--- config.mk ---
export PLATFORM = sky130hd
export DESIGN_NAME = pc_sequencer_flat
export DESIGN_NICKNAME = d
export VERILOG_FILES = /design/src/rtl/pc_sequencer_pkg.sv /design/src/rtl/pc_sequencer_if.sv /design/src/rtl/pc_target_calc.sv /design/src/rtl/pc_sequencer.sv /design/src/flat_wrapper.sv
export SDC_FILE = /design/constraint.sdc
export NUM_CORES = 1
export LEC_CHECK = 0
export CORE_ASPECT_RATIO = 2
export CORE_UTILIZATION = 49
export CTS_BUF_LIST = sky130_fd_sc_hd__clkbuf_2 sky130_fd_sc_hd__clkbuf_4 sky130_fd_sc_hd__clkbuf_8
export CTS_CLUSTER_DIAMETER = 100
export DETAILED_ROUTE_END_ITERATION = 8
export PLACE_DENSITY = 0.8
export SLEW_MARGIN = 25
export SYNTH_ARGS = -nofsm -noshare
export SYNTH_HDL_FRONTEND = slang
export SYNTH_HIERARCHICAL = 1
export SYNTH_SLANG_ARGS = --single-unit
--- constraint.sdc ---
create_clock -name CLK -period 3.2 [get_ports CLK]
set_input_delay 0.64 -clock CLK [delete_from_list [all_inputs] [get_ports CLK]]
set_output_delay 0.64 -clock CLK [all_outputs]
set_load 0.02 [all_outputs]
--- src/rtl/pc_sequencer_pkg.sv ---
// pc_sequencer shared types: opcodes, FSM states, control-op kinds.
package pc_pkg;

  localparam logic [6:0] OP_JAL    = 7'b1101111;
  localparam logic [6:0] OP_JALR   = 7'b1100111;
  localparam logic [6:0] OP_BRANCH = 7'b1100011;

  typedef enum logic {
    INC,
    WAIT
  } state_e;

  typedef enum logic [1:0] {
    K_JAL,
    K_JALR,
    K_BR
  } kind_e;

endpackage

--- src/rtl/pc_sequencer_if.sv ---
// Sequencer bus: control inputs from the core, fetch outputs back.
interface pc_sequencer_if #(
  parameter int XLEN = 32
);
  logic [6:0]      OP;
  logic            b_taken;
  logic [XLEN-1:0] up_amt;
  logic [XLEN-1:0] RS1_DATA;
  logic            hold;
  logic            redirect_valid;
  logic [XLEN-1:0] redirect_pc;
  logic [XLEN-1:0] IP;
  logic [XLEN-1:0] PC_def;
  logic            fetch_valid;
  logic            misalign_err;

  modport master (
    output OP, b_taken, up_amt, RS1_DATA,
    output hold, redirect_valid, redirect_pc,
    input  IP, PC_def, fetch_valid, misalign_err
  );

  modport slave (
    input  OP, b_taken, up_amt, RS1_DATA,
    input  hold, redirect_valid, redirect_pc,
    output IP, PC_def, fetch_valid, misalign_err
  );
endinterface

--- src/rtl/pc_target_calc.sv ---
// Resolved control-flow target and its alignment check.
module pc_target_calc
  import pc_pkg::*;
#(
  parameter int XLEN = 32
) (
  input  kind_e           kind_i,
  input  logic [XLEN-1:0] ctrl_pc_i,
  input  logic [XLEN-1:0] up_amt_i,
  input  logic [XLEN-1:0] rs1_i,
  output logic [XLEN-1:0] target_o,
  output logic            misalign_o
);

  logic [XLEN-1:0] jalr_sum;
  logic [XLEN-1:0] pc_sum;

  assign jalr_sum = rs1_i + up_amt_i;
  assign pc_sum   = ctrl_pc_i + up_amt_i;

  always_comb begin
    target_o = pc_sum;
    if (kind_i == K_JALR) begin
      target_o = {jalr_sum[XLEN-1:1], 1'b0};
    end
  end

  assign misalign_o = |target_o[1:0];

endmodule

--- src/rtl/pc_sequencer.sv ---
// Program-counter sequencer: fetch address, link value, stalled
// control-op resolution with redirect, hold and misalign trapping.
module pc_sequencer
  import pc_pkg::*;
#(
  parameter int              XLEN       = 32,
  parameter logic [XLEN-1:0] RESET_VEC  = '0,
  parameter logic [XLEN-1:0] TRAP_VEC   = XLEN'('h100),
  parameter int              BR_BUBBLES = 1
) (
  input logic         CLK,
  input logic         RESET,
  pc_sequencer_if.slave bus
);

  if (BR_BUBBLES < 1) begin : g_bad_bubbles
    $error("BR_BUBBLES must be >= 1");
  end

  localparam int CW =
    (BR_BUBBLES > 1) ? $clog2(BR_BUBBLES) : 1;
  localparam logic [CW-1:0] CNT_LOAD =
    CW'(BR_BUBBLES - 1);

  state_e          state_q;
  kind_e           kind_q;
  logic [CW-1:0]   cnt_q;
  logic [XLEN-1:0] ip_q;
  logic [XLEN-1:0] ctrl_pc_q;
  logic            mis_q;

  logic            is_ctrl;
  kind_e           op_kind;
  logic            taken;
  logic [XLEN-1:0] tgt;
  logic            tgt_mis;

  always_comb begin
    is_ctrl = 1'b1;
    op_kind = K_JAL;
    unique case (bus.OP)
      OP_JAL:    op_kind = K_JAL;
      OP_JALR:   op_kind = K_JALR;
      OP_BRANCH: op_kind = K_BR;
      default:   is_ctrl = 1'b0;
    endcase
  end

  pc_target_calc #(
    .XLEN(XLEN)
  ) u_tgt (
    .kind_i    (kind_q),
    .ctrl_pc_i (ctrl_pc_q),
    .up_amt_i  (bus.up_amt),
    .rs1_i     (bus.RS1_DATA),
    .target_o  (tgt),
    .misalign_o(tgt_mis)
  );

  assign taken = (kind_q != K_BR) || bus.b_taken;

  always_ff @(posedge CLK) begin
    if (RESET) begin
      ip_q      <= RESET_VEC;
      state_q   <= INC;
      cnt_q     <= '0;
      mis_q     <= 1'b0;
      kind_q    <= K_JAL;
      ctrl_pc_q <= '0;
    end else if (bus.redirect_valid) begin
      ip_q    <= {bus.redirect_pc[XLEN-1:2], 2'b00};
      state_q <= INC;
      cnt_q   <= '0;
      mis_q   <= 1'b0;
    end else if (bus.hold) begin
      mis_q <= 1'b0;
    end else begin
      mis_q <= 1'b0;
      unique case (state_q)
        INC: begin
          if (is_ctrl) begin
            kind_q    <= op_kind;
            ctrl_pc_q <= ip_q;
            cnt_q     <= CNT_LOAD;
            state_q   <= WAIT;
          end else begin
            ip_q <= ip_q + XLEN'(4);
          end
        end
        WAIT: begin
          if (cnt_q != '0) begin
            cnt_q <= cnt_q - CW'(1);
          end else begin
            state_q <= INC;
            if (!taken) begin
              ip_q <= ctrl_pc_q + XLEN'(4);
            end else if (tgt_mis) begin
              ip_q  <= TRAP_VEC;
              mis_q <= 1'b1;
            end else begin
              ip_q <= tgt;
            end
          end
        end
      endcase
    end
  end

  assign bus.IP           = ip_q;
  assign bus.PC_def       = ip_q + XLEN'(4);
  assign bus.fetch_valid  = (state_q == INC) && !RESET;
  assign bus.misalign_err = mis_q;

endmodule
--- src/flat_wrapper.sv ---
// flat-port wrapper written by rule: the top's interface ports become plain ports
module pc_sequencer_flat import pc_pkg::*;
#(
  parameter int              XLEN       = 32,
  parameter logic [XLEN-1:0] RESET_VEC  = '0,
  parameter logic [XLEN-1:0] TRAP_VEC   = XLEN'('h100),
  parameter int              BR_BUBBLES = 1
)
  (CLK, RESET, bus_OP, bus_b_taken, bus_up_amt, bus_RS1_DATA, bus_hold, bus_redirect_valid, bus_redirect_pc, bus_IP, bus_PC_def, bus_fetch_valid, bus_misalign_err);
  pc_sequencer_if #(.XLEN(XLEN)) bus_i ();
  input logic CLK;
  input logic RESET;
  input wire logic [$bits(bus_i.OP)-1:0] bus_OP;
  input wire logic [$bits(bus_i.b_taken)-1:0] bus_b_taken;
  input wire logic [$bits(bus_i.up_amt)-1:0] bus_up_amt;
  input wire logic [$bits(bus_i.RS1_DATA)-1:0] bus_RS1_DATA;
  input wire logic [$bits(bus_i.hold)-1:0] bus_hold;
  input wire logic [$bits(bus_i.redirect_valid)-1:0] bus_redirect_valid;
  input wire logic [$bits(bus_i.redirect_pc)-1:0] bus_redirect_pc;
  output wire logic [$bits(bus_i.IP)-1:0] bus_IP;
  output wire logic [$bits(bus_i.PC_def)-1:0] bus_PC_def;
  output wire logic [$bits(bus_i.fetch_valid)-1:0] bus_fetch_valid;
  output wire logic [$bits(bus_i.misalign_err)-1:0] bus_misalign_err;
  assign bus_i.OP = bus_OP;
  assign bus_i.b_taken = bus_b_taken;
  assign bus_i.up_amt = bus_up_amt;
  assign bus_i.RS1_DATA = bus_RS1_DATA;
  assign bus_i.hold = bus_hold;
  assign bus_i.redirect_valid = bus_redirect_valid;
  assign bus_i.redirect_pc = bus_redirect_pc;
  assign bus_IP = bus_i.IP;
  assign bus_PC_def = bus_i.PC_def;
  assign bus_fetch_valid = bus_i.fetch_valid;
  assign bus_misalign_err = bus_i.misalign_err;
  pc_sequencer #(.XLEN(XLEN), .RESET_VEC(RESET_VEC), .TRAP_VEC(TRAP_VEC), .BR_BUBBLES(BR_BUBBLES)) u_core (.CLK(CLK), .RESET(RESET), .bus(bus_i));
endmodule
### Yosys cells after proc, flatten, opt, wreduce, memory -nomap -nowiden

Cells that the tools add are included.

| storage, ports and cells | value |
|---|---|
| output and inout port bits | 66 |
| input port bits | 108 |
| flip-flop bits (word level) | 69 |

| operators by class | value |
|---|---|
| reductions and logical operators | 11 |
| $add $sub $neg | 5 |
| eq/ne operators | 11 |
| mux-type cells | 17 |
| bitwise logic cells | 4 |

Operator list:

| operator | number |
|---|---|
| $mux W32 | 7 |
| $add A32 B3 Y32 const B | 2 |
| $add A32 B32 Y32 | 2 |
| $pmux W32 S2 | 1 |
| $eq A7 B7 Y1 const B | 3 |
| $mux W1 | 6 |
| $ne A2 B2 Y1 const B | 3 |
| $ne A3 B3 Y1 const B | 2 |
| $reduce_and A3 Y1 | 2 |
| $reduce_or A6 Y1 | 1 |
| $ne A2 B1 Y1 const B | 2 |
| $not A1 Y1 | 4 |
| $pmux W1 S2 | 2 |
| $pmux W2 S2 | 1 |
| $reduce_and A4 Y1 | 1 |
| $reduce_or A2 Y1 | 2 |
| $reduce_or A3 Y1 | 1 |
| $eq A2 B1 Y1 const B | 1 |
| $reduce_and A2 Y1 | 1 |
| $logic_and A1 B1 Y1 | 1 |
| $logic_not A1 Y1 | 1 |
| $logic_or A1 B1 Y1 | 1 |
| $sub A1 B1 Y1 const B | 1 |

### Depth between registers and ports, before layout

Gate-level depths: netlist of the first run.

| depth | value |
|---|---|
| word-level depth | 9 |
| mapped depth | 15 |
| depth with buffers taken out | 14 |

### Hierarchy

Netlist of the first run, hierarchy kept.

By module, submodules not included:

| module | cells each | times used | area each (sq um) |
|---|---|---|---|
| pc_sequencer | 656 | 1 | 4847.1 |
| pc_target_calc | 492 | 1 | 3484.6 |

### Least setup slack after synthesis of the first run

No wires, ideal clock.

| timing | value |
|---|---|
| path type | input to register |
| start point | in bus_up_amt[0] |
| end point | reg u_core.ip_q[30], in the netlist u_core/bus.IP[30] |
| slack | -240 ps |
| stages | 14 |
| path buffers | 0 |
| data arrival time | 3304 ps |
| setup time | 136 ps |
| path through | ha_1 > fa_1 > a21o_1 > a211oi_1 > nor3b_2 > o31a_2 > a31oi_1 > o21ai_1 > nand2_1 > or4_1 > a32oi_1 > a32o_1 > o41ai_1 > o32ai_1 |

| on the way | value |
|---|---|
| elaborated cells on any way between the ends | 10 |

RTL lines:

| what | RTL line | text |
|---|---|---|
| start: declaration | flat_wrapper.sv:15 | `input wire logic [$bits(bus_i.up_amt)-1:0] bus_up_amt;` |
| $add A32 B32 Y32, on equally long branches | pc_target_calc.sv:19, pc_target_calc.sv:18 |  |
| $mux W32 (*) | pc_target_calc.sv:23 | `if (kind_i == K_JALR) begin` |
| named net u_core.tgt[30] | pc_sequencer.sv:35 | `logic [XLEN-1:0] tgt;` |
| $mux W32 (*) | pc_sequencer.sv:97 | `end else if (tgt_mis) begin` |
| $mux W32 (*) | pc_sequencer.sv:95 | `if (!taken) begin` |
| $mux W32 (*) | pc_sequencer.sv:91 | `if (cnt_q != '0) begin` |
| $pmux W32 S2 (*) | pc_sequencer.sv:79 | `unique case (state_q)` |
| $mux W32 (*) | pc_sequencer.sv:75 | `end else if (bus.hold) begin` |
| $mux W32 (*) | pc_sequencer.sv:70 | `end else if (bus.redirect_valid) begin` |
| end signal: assignment | pc_sequencer.sv:71 | `ip_q <= {bus.redirect_pc[XLEN-1:2], 2'b00};` |
| end signal: assignment | pc_sequencer.sv:87 | `ip_q <= ip_q + XLEN'(4);` |
| end signal: assignment | pc_sequencer.sv:96 | `ip_q <= ctrl_pc_q + XLEN'(4);` |
| end: declaration | pc_sequencer.sv:28 | `logic [XLEN-1:0] ip_q;` |

The timed path passes the listed nets; every way through them passes the cells marked *. The select of a mux whose other input is x is not followed.
A chain may end at the register's enable or synchronous reset.

### Worst setup path after layout of the first run

| timing | value |
|---|---|
| start point | in bus_RS1_DATA[17] |
| end point | reg u_core.ip_q[30], in the netlist u_core/bus.IP[30] |

| on the way | value |
|---|---|
| longest elaborated chain between the ends | 8 |

Ends and longest elaborated chain:

| what | RTL line | text |
|---|---|---|
| start: declaration | flat_wrapper.sv:16 | `input wire logic [$bits(bus_i.RS1_DATA)-1:0] bus_RS1_DATA;` |
| $add A32 B32 Y32 | pc_target_calc.sv:18 | `assign jalr_sum = rs1_i + up_amt_i;` |
| $mux W32 | pc_target_calc.sv:23 |  |
| named net u_core.tgt[30] | pc_sequencer.sv:35 |  |
| $mux W32 | pc_sequencer.sv:97 |  |
| $mux W32 | pc_sequencer.sv:95 |  |
| $mux W32 | pc_sequencer.sv:91 |  |
| $pmux W32 S2 | pc_sequencer.sv:79 |  |
| $mux W32 | pc_sequencer.sv:75 |  |
| $mux W32 | pc_sequencer.sv:70 |  |

The timed path passes the listed nets, and every way through them passes these cells. The select of a mux whose other input is x is not followed.

==> results of run 1 <==
## per-stage QoR
stage | setup slack, ns | std cells
after floorplan | -0.0664 | 1148
after global placement | -0.993 | 1669
after detailed placement | -1.02 | 1669
after CTS | -0.105 | 1706
after global routing | -0.306 | 1718
final | -0.182 | 1718
## state kept, by name, summed over array words and instances (netlist names)
name and cells:
u_core/bus.misalign_err 1, u_core/bus.IP 32, u_core/state_q 1, u_core/kind_q 2
u_core/ctrl_pc_q 32
## routing by layer
layer  global-route usage (%)  part of all wire (%)
met5                        0                     0
met4                     26.6                   7.4
met3                     4.85                   6.0
met2                     68.7                    51
met1                     39.8                    35
## cell usage in the layout (no fill, tap or decap), types with 19 or more instances in the layout
cell type and instances:
xor2_1 44, nand2_1 150, xnor2_1 37, dfxtp_1 64, nor3_1 21, ha_1 29
nor2_1 56, buf_4 252, clkdlybuf4s50_1 114, o21ai_0 34, a21oi_1 84, inv_1 19
ha_4 29, a21o_1 32, nand3_1 33, nand4_1 28, dlygate4sd2_1 24
## kinds of logic (layout without fill, tap and decap cells)
| family | Yosys count | count (layout) | share of synthesized area [%] |
|---|---|---|---|
| AND/OR/NAND/NOR | 437 | 437 | 27.4 |
| AO/OA/AOI/OAI | 382 | 382 | 31.1 |
| buffers and inverters | 101 | 464 | 5.03 |
| XOR/XNOR | 83 | 83 | 8.73 |
| flip-flops | 68 | 68 | 16.3 |
| adder cells (fa/ha/maj) | 65 | 65 | 9.94 |
| multiplexers | 12 | 12 | 1.49 |
## report_power, final
| part | switching [mW] | leakage (nW) | internal (mW) | total, mW |
|---|---|---|---|---|
| Combinational | 0.698 | 4.89 | 0.699 | 1.40 |
| Sequential | 0.0319 | 0.555 | 0.873 | 0.905 |
| Clock | 0.336 | 0.0999 | 0.373 | 0.710 |
| Total | 1.07 | 5.54 | 1.95 | 3.01 |
## path summary, 6_finish.rpt
kind                               end  slack, ns  depth (start not counted)
setup / recovery     u_core/bus.IP[30]      -0.18                         14
hold / removal    u_core/ctrl_pc_q[14]       0.48                          2
setup reg to reg     u_core/bus.IP[20]      -0.13                         15
hold reg to reg   u_core/ctrl_pc_q[14]       0.48                          2
## area by class of cell
| type | count | area, um^2 |
|---|---|---|
| Multi-Input combinational cell | 979 | 7570 |
| Clock buffer | 11 | 139 |
| Tap cell | 207 | 259 |
| Clock inverter | 5 | 52.6 |
| Timing Repair Buffer | 429 | 3620 |
| Sequential cell | 68 | 1370 |
| Fill cell | 1164 | 3600 |
| Inverter | 19 | 71.3 |
## repair_timing
action | in CTS | in global routing
hold buffers | 0 | 0
endpoints found under the setup margin | 38 | 29
buffers inserted | 21 | 12
gates resized for setup | 162 | 114
pin swaps | 67 | 62
## worst min-delay path: stages, from the launching register on
cell	delay [ns]
dfxtp_1	0.33
nand2_1	0.06
a21oi_1	0.05
==> impl_metrics.ini, run 1 <==
[critical_path]
critical_path.top_delay_family = compound AO/OA/AOI/OAI gates
cp.required_ns = 3.43
r2r-start = u_core/ctrl_pc_q[0]
crit_type = in -> reg
cp_cell_sequence = clkdlybuf4s50_1 > ha_4 > a21o_1 > a21o_1 > a21oi_1 > o21bai_1 > a21oi_1 > o21ai_2 > a31oi_1 > xor2_1 > a32oi_1 > a32o_2 > o41ai_2 > o32ai_1
worst_setup_path_end_kind = register
crit_buf_inv = 1
start_kind = input pin
max_stage_delay_ns = 0.50
cp_max_fo = 3
crit_arrival_ns = 3.61
cpMaxStageDelayCell = clkdlybuf4s50_1
startpoint = bus_RS1_DATA[17]

[drt]
first_iter_violations = 734
route.detailed.drc = 0
ant_nets = 0
viasPerCell = 6.43
vias = 11000
routed_wl_mm = 36.0
drt_pass1_iterations = 5
avgRoutedWirePerCell_um = 21.0

[clock_tree]
cts_buffers = 9
insertion_delay_ns = 0.36
clockBufferDepth = 2
clock-sinks = 68
tritoncts = done
clockRootBuffer = clkbuf_8
htreeDepth = 3
cts.clk_slew.worst_paths_ns = 0.08

[layout]
drive_gt1_share_pct = 30.4
final_util_pct = 78.4
syn_to_final_growth_pct = 57.0
antennaDiodeCount = 0
stdcell_area_um2 = 13100
fin_nets = 1679

[synth]
ys_seq_area_share_pct = 16.3
synth_cells = 1148
synthTopCellsByCount = nand2_1, a21oi_1, dfxtp_1, clkbuf_1, ha_1
ys_warn_count = 6
yosys.area.top_type = dfxtp_1
ys_top_cells_by_area = dfxtp_1, ha_1, nand2_1
synth_top_area_share_pct = 16.3
postSynthAreaPerCell_um2 = 7.26
synthArstFlopShare_pct = 0
ys.flop_type = dfxtp_1
synth_cell_types = 90
syn-cell-area_um2 = 8330
ys_ff_latch = 68
synth_edf_count = 0
synth_most_common_cell = nand2_1
syn_nets = 1321

[global_routing]
grt_max_degree = 49
grt.total_usage_pct = 38.3
grt_pass1_wl_mm = 53.0
antenna_found_initial = 0
grt_pass1_vias = 10800
grt_overflow = 0

[power_and_ir_drop]
p_leak_nw = 5.54
vdd_drop_max_v = 0.000337
power_density_nw_per_um2 = 230
power.total_mw = 3.01

[timing]
skew_ns = 0.0116
slew_violations = 0
setup_viol = 8
hold_viol_final = 0
rsz0062_at_grt = yes
clock.fmax_mhz = 296
holdWs_ns = 0.485
relSlewSlack_pct = 41.2
fin_ws_ns = -0.182
worstMarginPinSlew_ns = 0.883
finalCritPeriodShare_pct = 106
totalNegativeSetupSlack_ns = -0.730
period_minus_slack_ns = 3.38

[floorplanning]
die_height_um = 186
start_util_pct = 49.9
pin_count = 174
num_rows = 67
dieArea_um2 = 17600
die_w_um = 94.2
core_area_um2 = 16700

[min_path]
hold_path.class = reg -> reg
min_from = u_core/bus.IP[14]

[run]
maxCapViolCount = 0

[placement]
hpwl_mm = 25.2
port_buffers = 171
place_congestion = 0.983
placed_area_um2 = 11700

[run_status]
violations = setup timing
status = finished, violations left
Power figures use the tool's default switching activity.
==> run 2: changes to the inputs <==
- CORE_UTILIZATION: 49 -> 30
- HOLD_SLACK_MARGIN: not set -> 0.05
- PLACE_DENSITY: 0.8 -> not set
==> impl_metrics.ini, run 2 (same netlist as run 1, synthesis figures left out) <==
[run_status]
status = finished, violations left
violations = setup timing

[layout]
nFillCells = 2687
fin_nets = 1706
syn_to_final_growth_pct = 60.9
final_common_cell = buf_4
most-common-layout-cells = buf_4, nand2_1, clkdlybuf4s50_1, a21oi_1, dfxtp_1
drive_gt1_share_pct = 32.3

[clock_tree]
clock-sinks = 68
cts_buffers = 9
tritoncts = done
insertion_delay_ns = 0.38
cts.clk_slew.worst_paths_ns = 0.07
clockRootBuffer = clkbuf_8
clockBufferDepth = 2
hold_buffers = 0
htreeDepth = 3

[global_routing]
grt_max_degree = 39
grt_pass1_vias = 10400
grt_overflow = 0
grt.total_usage_pct = 24.5
grt_pass1_wl_mm = 54.3
antenna_found_initial = 2

[timing]
relSlewSlack_pct = 60.1
setup_viol = 3
rsz0062_at_grt = yes
skew_ns = 0.00511
holdWs_ns = 0.482
slew_violations = 0
hold_viol_final = 0
period_minus_slack_ns = 3.27
finalCritPeriodShare_pct = 102
clock.fmax_mhz = 306
worstMarginPinSlew_ns = 0.596
fin_ws_ns = -0.0694

[critical_path]
worst_setup_path_end_kind = register
cp_max_fo = 3
cp.required_ns = 3.45
critical_path.top_delay_family = compound AO/OA/AOI/OAI gates
max_stage_delay_ns = 0.37
cpMaxStageDelayCell = o31a_2
cp_cell_sequence = buf_8 > ha_4 > fa_2 > a21o_1 > a211oi_2 > nor3b_2 > o31a_2 > buf_6 > a31oi_4 > o21ai_2 > nand2_1 > or4_1 > a32oi_1 > a32o_2 > o41ai_4 > o32ai_1
crit_type = in -> reg
crit_buf_inv = 2
crit_arrival_ns = 3.52
start_kind = input pin

[floorplanning]
die_w_um = 120
dieArea_um2 = 28500
die_height_um = 238
pin_count = 174
start_util_pct = 30.4
core_area_um2 = 27400
num_rows = 86

[drt]
routed_wl_mm = 35.9
first_iter_violations = 667
drt_pass1_iterations = 5
viasPerCell = 5.55
avgRoutedWirePerCell_um = 19.0
vias = 10500
ant_nets = 0
route.detailed.drc = 0

[power_and_ir_drop]
power_density_nw_per_um2 = 216
power.total_mw = 2.90
vdd_drop_max_v = 0.000197
p_leak_nw = 5.68

[placement]
hpwl_mm = 28.0
port_buffers = 171
place_congestion = 0.900

[min_path]
hold_path.class = reg -> reg

[run]
maxCapViolCount = 0
run 2: cell types whose count changed in the layout (fill, tap and decap cells not counted), sizes merged:
cell | previous run | this run
bufinv | 1 | 0
clkdlybuf4s15 | 4 | 6
dlymetal6s2s | 12 | 16
buf | 263 | 288
diode | 0 | 1
clkdlybuf4s50 | 114 | 104
or4 | 9 | 10
clkinvlp | 1 | 2
dlygate4sd2 | 24 | 28
run 2: through the flow:
stage / TNS (ns) / setup slack [ns] / cells / utilization, % / area (um^2)
final: -0.120 / -0.0694 / 1890 / 48.9 / 13400
after global routing: -0.748 / -0.175 / 1890 / 48.9 / 13400
after CTS: -0.372 / -0.0928 / 1879 / 47.3 / 13000
after detailed placement: -18.28 / -1.13 / 1846 / 44.1 / 12100
after global placement: -17.95 / -1.18 / 1846 / 44.1 / 12100
after floorplan: -0.0838 / -0.0664 / 1148 / - / 8360
run 2: path summary, 6_finish.rpt:
check / from / end / slack, ns / depth (start not counted)
worst min register to register: u_core/bus.IP[0] / u_core/ctrl_pc_q[0] / 0.48 / 2
worst min-delay path: u_core/bus.IP[0] / u_core/ctrl_pc_q[0] / 0.48 / 2
worst max-delay path: bus_up_amt[0] / u_core/bus.IP[30] / -0.07 / 16
worst max register to register: u_core/ctrl_pc_q[0] / u_core/bus.IP[30] / -0.05 / 15
run 2: timing repair:
action	CTS	global route
buffers inserted	18	11
hold endpoints to repair	0	0
cloned	1	0
setup endpoints to repair	42	24
resized for setup	181	105
pin swaps	75	63
run 2: metal layers:
layer  vias up  wire length [um]  track usage, %
met5         -                 0               0
met4         0              2160            16.7
met3       124              1220            1.78
met2       343             19200            46.8
met1      4914             13300            24.7
li1       5103                 -               -
run 2: area by class of cell:
type                       instances  area (um^2)  share of cell area, %
multi-input combinational        980         7560                   56.4
timing repair buffer             455         3790                   28.3
sequential                        68         1380                   10.3
tap                              352          440                   3.28
clock buffer                      10          131                  0.980
inverter                          19         71.3                  0.532
clock inverter                     5         30.0                  0.224
antenna                            1         2.50                 0.0187
run 2: worst reg2reg max path: stages (launching register included):
cell and delay, ns:
dfxtp_2 0.34, ha_4 0.16, fa_2 0.34, a21o_1 0.20
a211oi_2 0.20, nor3b_2 0.08, o31a_2 0.37, buf_6 0.14
a31oi_4 0.21, o21ai_2 0.11, nand2_1 0.09, or4_1 0.12
a32oi_1 0.08, a32o_2 0.27, o41ai_4 0.30, o32ai_1 0.12
run 2: where the power goes:
part,total (mW),internal (mW),switching [mW]
logic,1.35,0.685,0.664
clock network,0.639,0.281,0.358
registers,0.908,0.874,0.0343
